===== config.mk =====
export PLATFORM = sky130hd
export DESIGN_NAME = vec_mem_access
export DESIGN_NICKNAME = d
export VERILOG_FILES = /design/src/rtl/vec_pkg.sv /design/src/rtl/vec_lane_select.sv /design/src/rtl/vec_mem_access.sv
export SDC_FILE = /design/constraint.sdc
export NUM_CORES = 1
export LEC_CHECK = 0
export CORE_AREA = 4 4 218 220
export CTS_CLUSTER_DIAMETER = 120
export DETAILED_ROUTE_END_ITERATION = 10
export DIE_AREA = 0 0 222 224
export PLACE_DENSITY = 0.74
export SYNTH_ARGS = -nofsm -noshare
export SYNTH_HDL_FRONTEND = slang
export SYNTH_SLANG_ARGS = --single-unit

===== constraint.sdc =====
create_clock -name clk -period 2.25 [get_ports clk]
set_clock_uncertainty 0.15 [all_clocks]
set_input_delay 0.3375 -clock clk [delete_from_list [all_inputs] [get_ports clk]]
set_output_delay 0.3375 -clock clk [all_outputs]
set_load 0.05 [all_outputs]

===== src/rtl/vec_pkg.sv =====
// Shared vector-pipeline types: lane geometry, lane-vector type and the
// memory-stage FSM encoding.
package vec_pkg;

    localparam int N = 20;
    localparam int L = 8;

    typedef logic [L-1:0][N-1:0] vec_t;

    typedef enum logic [1:0] {
        S_IDLE = 2'd0,
        S_LANE = 2'd1,
        S_DONE = 2'd2
    } vmem_state_t;

endpackage


===== src/rtl/vec_lane_select.sv =====
// Combinational L:1 lane mux with a one-hot lane-write decoder on the same
// select, so one lane index drives both the read and the write side.
module vec_lane_select #(
    parameter int W  = 20,
    parameter int L  = 8,
    parameter int SW = $clog2(L)
) (
    input  logic [L-1:0][W-1:0] vec,
    input  logic [SW-1:0]       sel,
    input  logic                wr_en,
    output logic [W-1:0]        lane,
    output logic [L-1:0]        wr_onehot
);

    assign lane = vec[sel];

    for (genvar i = 0; i < L; i++) begin : g_dec
        assign wr_onehot[i] = wr_en && (sel == SW'(i));
    end

endmodule


===== src/rtl/vec_mem_access.sv =====
// Vector memory stage: serializes a gather load or scatter store over a
// single-lane memory port, one lane per transaction, in lane order.
module vec_mem_access #(
    parameter int N  = 20,
    parameter int L  = 8,
    parameter int AW = 20
) (
    input  logic                clk,
    input  logic                rst,
    input  logic                startM,
    input  logic                MemWriteM,
    input  logic [L-1:0]        LaneMaskM,
    input  logic [L-1:0][N-1:0] ALUResultM,
    input  logic [L-1:0][N-1:0] WriteDataM,
    output logic                mem_req,
    output logic                mem_we,
    output logic [AW-1:0]       mem_addr,
    output logic [N-1:0]        mem_wdata,
    input  logic [N-1:0]        mem_rdata,
    input  logic                mem_ack,
    output logic [L-1:0][N-1:0] ReadDataM,
    output logic                busyM,
    output logic                doneM
);
    import vec_pkg::*;

    localparam int KW = $clog2(L);

    vmem_state_t           state;
    logic [KW-1:0]         k;
    logic                  we_q;
    logic [L-1:0]          mask_q;
    logic [L-1:0][N-1:0]   addr_q;
    logic [L-1:0][N-1:0]   wdata_q;
    logic [L-1:0][2*N-1:0] lane_vec;
    logic [2*N-1:0]        lane_sel;
    logic [L-1:0]          rd_wr;
    logic                  in_lane;
    logic                  advance;

    // Address and store data travel together so one mux serves both.
    for (genvar i = 0; i < L; i++) begin : g_pack
        assign lane_vec[i] = {addr_q[i], wdata_q[i]};
    end

    vec_lane_select #(.W(2*N), .L(L)) u_sel (
        .vec       (lane_vec),
        .sel       (k),
        .wr_en     (mem_req & mem_ack & ~we_q),
        .lane      (lane_sel),
        .wr_onehot (rd_wr)
    );

    // Port outputs decode from registered state only; mem_ack never feeds mem_req.
    assign in_lane   = (state == S_LANE);
    assign mem_req   = in_lane & mask_q[k];
    assign mem_we    = mem_req & we_q;
    assign mem_addr  = mem_req ? lane_sel[N +: AW] : '0;
    assign mem_wdata = mem_req ? lane_sel[N-1:0] : '0;
    assign advance   = ~mask_q[k] | mem_ack;
    assign busyM     = startM | in_lane;
    assign doneM     = (state == S_DONE);

    always_ff @(posedge clk) begin
        if (!rst) begin
            state     <= S_IDLE;
            k         <= '0;
            we_q      <= 1'b0;
            mask_q    <= '0;
            addr_q    <= '0;
            wdata_q   <= '0;
            ReadDataM <= '0;
        end else begin
            case (state)
                S_IDLE: begin
                    if (startM) begin
                        we_q      <= MemWriteM;
                        mask_q    <= LaneMaskM;
                        addr_q    <= ALUResultM;
                        wdata_q   <= WriteDataM;
                        k         <= '0;
                        ReadDataM <= '0;
                        state     <= S_LANE;
                    end
                end
                S_LANE: begin
                    for (int i = 0; i < L; i++) begin
                        if (rd_wr[i]) ReadDataM[i] <= mem_rdata;
                    end
                    if (advance) begin
                        if (k == KW'(L-1)) state <= S_DONE;
                        else               k     <= k + 1'b1;
                    end
                end
                S_DONE:  state <= S_IDLE;
                default: state <= S_IDLE;
            endcase
        end
    end

endmodule

; ---- Word-level counts from Yosys, hierarchy flattened
; Cells that the tools add are included.
[classes]
n_eq_ne = 21
n_mux = 24
bitwise_logic = 8
n_reduce_logical = 22
n_lt_le_gt_ge = 1
add_sub_neg = 1
[ops]
columns = operator, count
row1 = 160-bit case mux with 2 select lines, 1
row2 = 20-bit 2-to-1 mux, 10
row3 = 160-bit 2-to-1 mux, 1
row4 = 40-bit binary-select mux with 3-bit select, 1
row5 = 40-bit 2-to-1 mux, 1
row6 = 3-bit AND reduction, 9
row7 = "2-bit != test, second input constant", 10
row8 = "3-bit equality test, second input constant", 4
row9 = 3-bit 2-to-1 mux, 3
row10 = 1-bit logical AND, 8
row11 = "3-bit by 2-bit equality test with 1-bit output, second input constant", 2
row12 = 2-bit 2-to-1 mux, 3
row13 = 3-bit case mux with 2 select lines, 1
row14 = 1-bit bitwise AND, 4
row15 = "3-bit by 4-bit less-than comparator with 1-bit output, second input constant", 1
row16 = "2-bit by 1-bit != test with 1-bit output, second input constant", 2
row17 = 2-bit case mux with 2 select lines, 1
row18 = 4-bit AND reduction, 1
row19 = "3-bit by 1-bit adder with 3-bit output, second input constant", 1
row20 = 1-bit binary-select mux with 3-bit select, 1
row21 = "3-bit by 1-bit equality test with 1-bit output, second input constant", 1
row22 = 3-bit logical NOT, 1
row23 = "2-bit by 1-bit equality test with 1-bit output, second input constant", 1
row24 = "2-bit equality test, second input constant", 1
row25 = other kinds (6), 8
[word_totals]
in_bits = 353
reg_bits = 494
elab_cells = 105
out_inout_bits = 204

; ---- Longest topological paths before layout
[depth]
depth_word = 8
depth_mapped = 10
depth_no_buf = 6

; ---- Modules after synthesis
; A second synthesis with hierarchy kept.
[unflattened]
hier_cells = 2575
area_unflattened_um2 = 21660.8
[modules_own_cells]
columns = module, area_per_inst_um2, seq_area_each_um2, n_inst, cells_each
row1 = vec_mem_access, 19014.5, 9889.5, 1, 2269
row2 = vec_lane_select, 2646.3, 0.0, 1, 306

; ---- Worst setup path before layout
; No wires, ideal clock.
[synth_path]
kind = register to output
startpoint = register k[0]
endpoint = output port mem_wdata[11]
required_time_ps = 1762
path_stages_with_launch = 8
t_arrival_ps = 2074
path_buffers = 3
slack_ps = -312
cell_sequence = dfxtp_1 buf_4 mux2_1 a2bb2oi_2 buf_4 nand3_1 buf_2 a21oi_1
[synth_between]
elab_chain_len = 4
elab_cells_between_ends = 6
classes_between = 5 x mux / 1 x bitwise
[synth_lines]
columns = item, line_no
row1 = from (decl), vec_mem_access.sv:30  ; logic [KW-1:0] k;
row2 = from (signal assigned), vec_mem_access.sv:92  ; else k <= k + 1'b1;
row3 = 1-bit binary-select mux with 3-bit select, vec_mem_access.sv:56  ; assign mem_req = in_lane & mask_q[k];
row4 = 1-bit 2-to-1 mux (not written as such), vec_mem_access.sv:56
row5 = 1-bit bitwise AND, vec_mem_access.sv:56
row6 = 20-bit 2-to-1 mux (*), vec_mem_access.sv:59  ; assign mem_wdata = mem_req ? lane_sel[N-1:0] : '0;
row7 = to (decl), vec_mem_access.sv:18  ; output logic [N-1:0] mem_wdata,
; Mark *: on every way between the ends. The rest lies on a longest branch, timed or not. The select of a mux whose other input is x is not followed.

; ---- Worst setup path after layout
[layout_path]
startpoint = register k[0]
endpoint = output port mem_wdata[1]
; Same word-level chain as after synthesis.

==> impl_metrics.prom <==
# TYPE chip_impl_metric gauge
chip_impl_info{name="run_status",value="finished, violations left"} 1
chip_impl_info{name="violated_checks",value="negative setup slack"} 1
chip_impl_info{name="timing.hold.worst.class",value="in2reg"} 1
chip_impl_metric{name="post_route_cells_drive_above_1_share",unit=""} 0.132
chip_impl_metric{name="dr.pass1.iters",unit=""} 5
chip_impl_metric{name="nNetsFinal",unit=""} 3131
chip_impl_metric{name="drt_first_iter_violations",unit=""} 1237
chip_impl_metric{name="postLayoutCellArea",unit="um^2"} 30000
chip_impl_metric{name="nFillCells",unit=""} 3616
chip_impl_metric{name="clock_latency",unit="ps"} 600
chip_impl_metric{name="timing.slew.headroom",unit=""} 0.553
chip_impl_metric{name="worst_ep_arrival_time",unit="ps"} 2340
chip_impl_metric{name="timing.critical_path.required",unit="ps"} 1760
chip_impl_metric{name="cellLeakagePower",unit="nW"} 12.7
chip_impl_metric{name="final-instance-count-excl-fill",unit=""} 3423
chip_impl_metric{name="htree_levels",unit=""} 2
chip_impl_metric{name="wire_per_inst",unit="um"} 21.4
chip_impl_metric{name="die-width",unit="um"} 222
chip_impl_metric{name="synth_area_per_cell",unit="um^2"} 9.18
chip_impl_metric{name="largest_net_degree_at_the_start_of_global_routing",unit=""} 186
chip_impl_metric{name="syn2layout_area_growth",unit="%"} 44.5
chip_impl_metric{name="number_of_antenna_violations_at_the_first_check_in_global_routing",unit=""} 15
chip_impl_info{name="grt_setup_unrepaired",value="true"} 1
chip_impl_metric{name="postSynthNetCount",unit=""} 2623
chip_impl_metric{name="vias",unit=""} 18317
chip_impl_metric{name="clock.fmax",unit="GHz"} 0.354
chip_impl_metric{name="p_total",unit="mW"} 20.5
chip_impl_metric{name="netlist-cell-type-count",unit=""} 30
chip_impl_info{name="start_kind",value="flip-flop"} 1
chip_impl_metric{name="io_pins",unit=""} 557
chip_impl_metric{name="first_pass_grt_wire_length",unit="mm"} 110
chip_impl_metric{name="syn-cell-area",unit="um^2"} 20800
chip_impl_metric{name="placedCellCount",unit=""} 3304
chip_impl_metric{name="row_count",unit=""} 78
chip_impl_metric{name="wl",unit="mm"} 73.4
chip_impl_metric{name="layout_min_cycle_time",unit="ps"} 2830
chip_impl_metric{name="final_ant_viol_nets",unit=""} 0
chip_impl_info{name="most_frequently_used_flop_master_after_synthesis",value="dfxtp_1"} 1
chip_impl_metric{name="fp.dieH",unit="um"} 224
chip_impl_metric{name="synth-edff-count",unit=""} 0
chip_impl_metric{name="port_buffers",unit=""} 556
chip_impl_metric{name="cts.path.max_buffers",unit=""} 3
chip_impl_metric{name="fp.dieArea",unit="um^2"} 49700
chip_impl_info{name="cts_tree",value="done"} 1
chip_impl_metric{name="drv.max_cap_violation_count",unit=""} 0
chip_impl_metric{name="synth_seq_area_share",unit=""} 0.476
chip_impl_info{name="path_cells",value="buf_12 > mux2_4 > a2bb2oi_4 > nand3_4 > clkbuf_16 > a21oi_2 > buf_12"} 1
chip_impl_metric{name="worst_slew_pin_slew",unit="ps"} 671
chip_impl_metric{name="clk_pin_slew_worst_paths",unit="ps"} 60
chip_impl_metric{name="setup_ws",unit="ps"} -578
chip_impl_info{name="max_stage_delay_cell_worst_path",value="dfxtp_4"} 1
chip_impl_metric{name="postSynthCellCount",unit=""} 2264
chip_impl_metric{name="finalHoldViolations",unit=""} 0
chip_impl_metric{name="grt_pass1_vias",unit=""} 18718
chip_impl_metric{name="report.final.slew_viol_count",unit=""} 0
chip_impl_info{name="cts_root_buf",value="clkbuf_16"} 1
chip_impl_info{name="type_of_the_setup_path_with_the_least_slack",value="reg2out"} 1
chip_impl_metric{name="holdBufCountCts",unit=""} 0
chip_impl_metric{name="period_share",unit=""} 1.26
chip_impl_metric{name="route.detailed.drc",unit=""} 0
chip_impl_metric{name="path_max_fanout",unit=""} 6
chip_impl_metric{name="ys_ff_latch",unit=""} 494
chip_impl_metric{name="synth_warn",unit=""} 0
chip_impl_metric{name="powerDensity",unit="nW/um^2"} 684
chip_impl_metric{name="cpPeakStageDelay",unit="ps"} 360
chip_impl_metric{name="grt.overflow.total",unit=""} 0
chip_impl_metric{name="via_per_inst",unit=""} 5.35
chip_impl_metric{name="setup_violations",unit=""} 42
chip_impl_metric{name="design.core.area",unit="um^2"} 45300
chip_impl_metric{name="globalRouteTotalUtil",unit=""} 0.279
chip_impl_info{name="end_kind",value="output pin"} 1
chip_impl_metric{name="dpl.hpwl",unit="mm"} 53.1
chip_impl_info{name="worst_path_most_repeated_cell",value="buf_12"} 1
chip_impl_metric{name="cts-buffers-inserted",unit=""} 51
chip_impl_metric{name="final_estimated_routing_congestion_in_global_placement",unit=""} 0.976
chip_impl_metric{name="fraction_of_synthesis_flops_using_an_asynchronous_set_or_reset_pin",unit=""} 0
chip_impl_metric{name="cts_sinks",unit=""} 494
chip_impl_metric{name="utilization",unit=""} 0.663
chip_impl_metric{name="place_area",unit="um^2"} 27600
chip_impl_metric{name="vdd.ir_drop.worst",unit="mV"} 0.481
chip_impl_metric{name="starting_density_of_the_core",unit=""} 0.459
chip_impl_metric{name="place_worst_setup_slack",unit="ps"} -109
==> layout make-up <==
type | instances | area, um^2 | share of cell area
Antenna cell | 12 | 30.0 | 0.00100
Clock buffer | 73 | 1470 | 0.0489
Clock inverter | 19 | 248 | 0.00825
Inverter | 5 | 18.8 | 0.000625
Multi-Input combinational cell | 1585 | 10500 | 0.349
Sequential cell | 494 | 9900 | 0.330
Tap cell | 600 | 751 | 0.0250
Timing Repair Buffer | 635 | 7150 | 0.238
==> cell usage in the layout (no fill, tap or decap), types with 2 or more instances in the layout <==
| master | n |
|---|---|
| clkbuf_1 | 12 |
| nand2b_1 | 3 |
| mux2i_1 | 165 |
| a21oi_4 | 24 |
| dlymetal6s2s_1 | 13 |
| buf_4 | 24 |
| dfxtp_4 | 2 |
| nand2_2 | 23 |
| nand2_4 | 6 |
| a21boi_0 | 330 |
| clkinv_4 | 2 |
| nand4bb_1 | 3 |
| diode_2 | 12 |
| bufinv_16 | 5 |
| a211oi_1 | 3 |
| clkinv_2 | 8 |
| mux4_2 | 80 |
| inv_1 | 4 |
| and3_1 | 3 |
| a21oi_2 | 17 |
| clkinvlp_4 | 2 |
| dfxtp_1 | 491 |
| nand4_1 | 2 |
| nor2b_1 | 3 |
| clkdlybuf4s50_1 | 363 |
| buf_12 | 85 |
| nand2_1 | 895 |
| buf_16 | 4 |
| buf_6 | 7 |
| dlygate4sd2_1 | 135 |
| clkbuf_8 | 9 |
| ha_1 | 6 |
| clkbuf_16 | 56 |
| nand3_1 | 7 |
==> report_power, final <==
group	internal, mW	leakage, nW	switching, mW
combinational	1.33	7.80	1.20
sequential	9.12	4.03	0.236
clock	5.12	0.842	3.53
total	15.6	12.7	4.97
==> final timing paths <==
path         cells past startpoint  slack (ps)                       from                          to
max                              7        -580          k[0]$_SDFFE_PN0P_                mem_wdata[1]
max reg2reg                      9          90          k[0]$_SDFFE_PN0P_  ReadDataM[12]$_SDFFE_PN0P_
min reg2reg                      2         310  ReadDataM[4]$_SDFFE_PN0P_   ReadDataM[4]$_SDFFE_PN0P_
min                              4         140                        rst  ReadDataM[32]$_SDFFE_PN0P_
==> synth_stat cells, types with 2 or more instances <==
library cell	n	share of area
a211oi_1	4	0.0014
a21boi_0	330	0.12
a21oi_1	41	0.0099
and2_1	2	0.00060
and3_1	3	0.00090
buf_1	5	0.00090
buf_2	43	0.010
buf_4	24	0.0087
buf_6	12	0.0065
clkbuf_1	96	0.017
dfxtp_1	494	0.48
ha_1	6	0.0036
inv_1	4	0.00072
mux2i_1	166	0.080
mux4_2	80	0.087
nand2_1	924	0.17
nand2b_1	3	0.00090
nand3_1	9	0.0022
nand4_1	2	0.00060
nand4bb_1	3	0.0016
nor2b_1	4	0.0012
==> stage by stage <==
step	TNS, ps	hold slack (ps)
after floorplan	-12470	289
after global placement	-564	293
after detailed placement	-617	301
after CTS	-22060	95.2
after global routing	-24270	132
final	-21560	136
==> sequential cells by signal, indices dropped and copies added, names as in the netlist <==
register   count
ReadDataM    160
addr_q       160
k              3
we_q           1
mask_q         8
state          2
lane_vec     160
==> logic make-up after synthesis <==
kind of cell / share of synthesized area
AOI/OAI and AO/OA: 0.132
and+or+nand+nor: 0.177
buffers and inverters: 0.0447
DFF: 0.476
muxes: 0.167
adders and majority gates: 0.00361
==> critical path: cells and delay by family (launching register included) <==
| kind | cells | cell delay, ps |
|---|---|---|
| muxes | 1 | 210 |
| buffers and inverters | 3 | 580 |
| and+or+nand+nor | 1 | 220 |
| AOI/OAI and AO/OA | 2 | 380 |
| DFF | 1 | 360 |
==> layer usage <==
metal,vias up,GRT usage,part of all wire
met4,4,0.144,0.052
met2,734,0.472,0.48
met5,-,0,0.00029
met3,180,0.0615,0.069
li1,8585,-,-
met1,8814,0.338,0.40
==> what timing repair did <==
item / in CTS / in global routing
setup endpoints to repair: 177 / 76
gates cloned: 3 / 6
buffers inserted: 5 / 2
resized for setup: 215 / 59
pin swaps: 15 / 4
(Power assumes the default switching activity.)
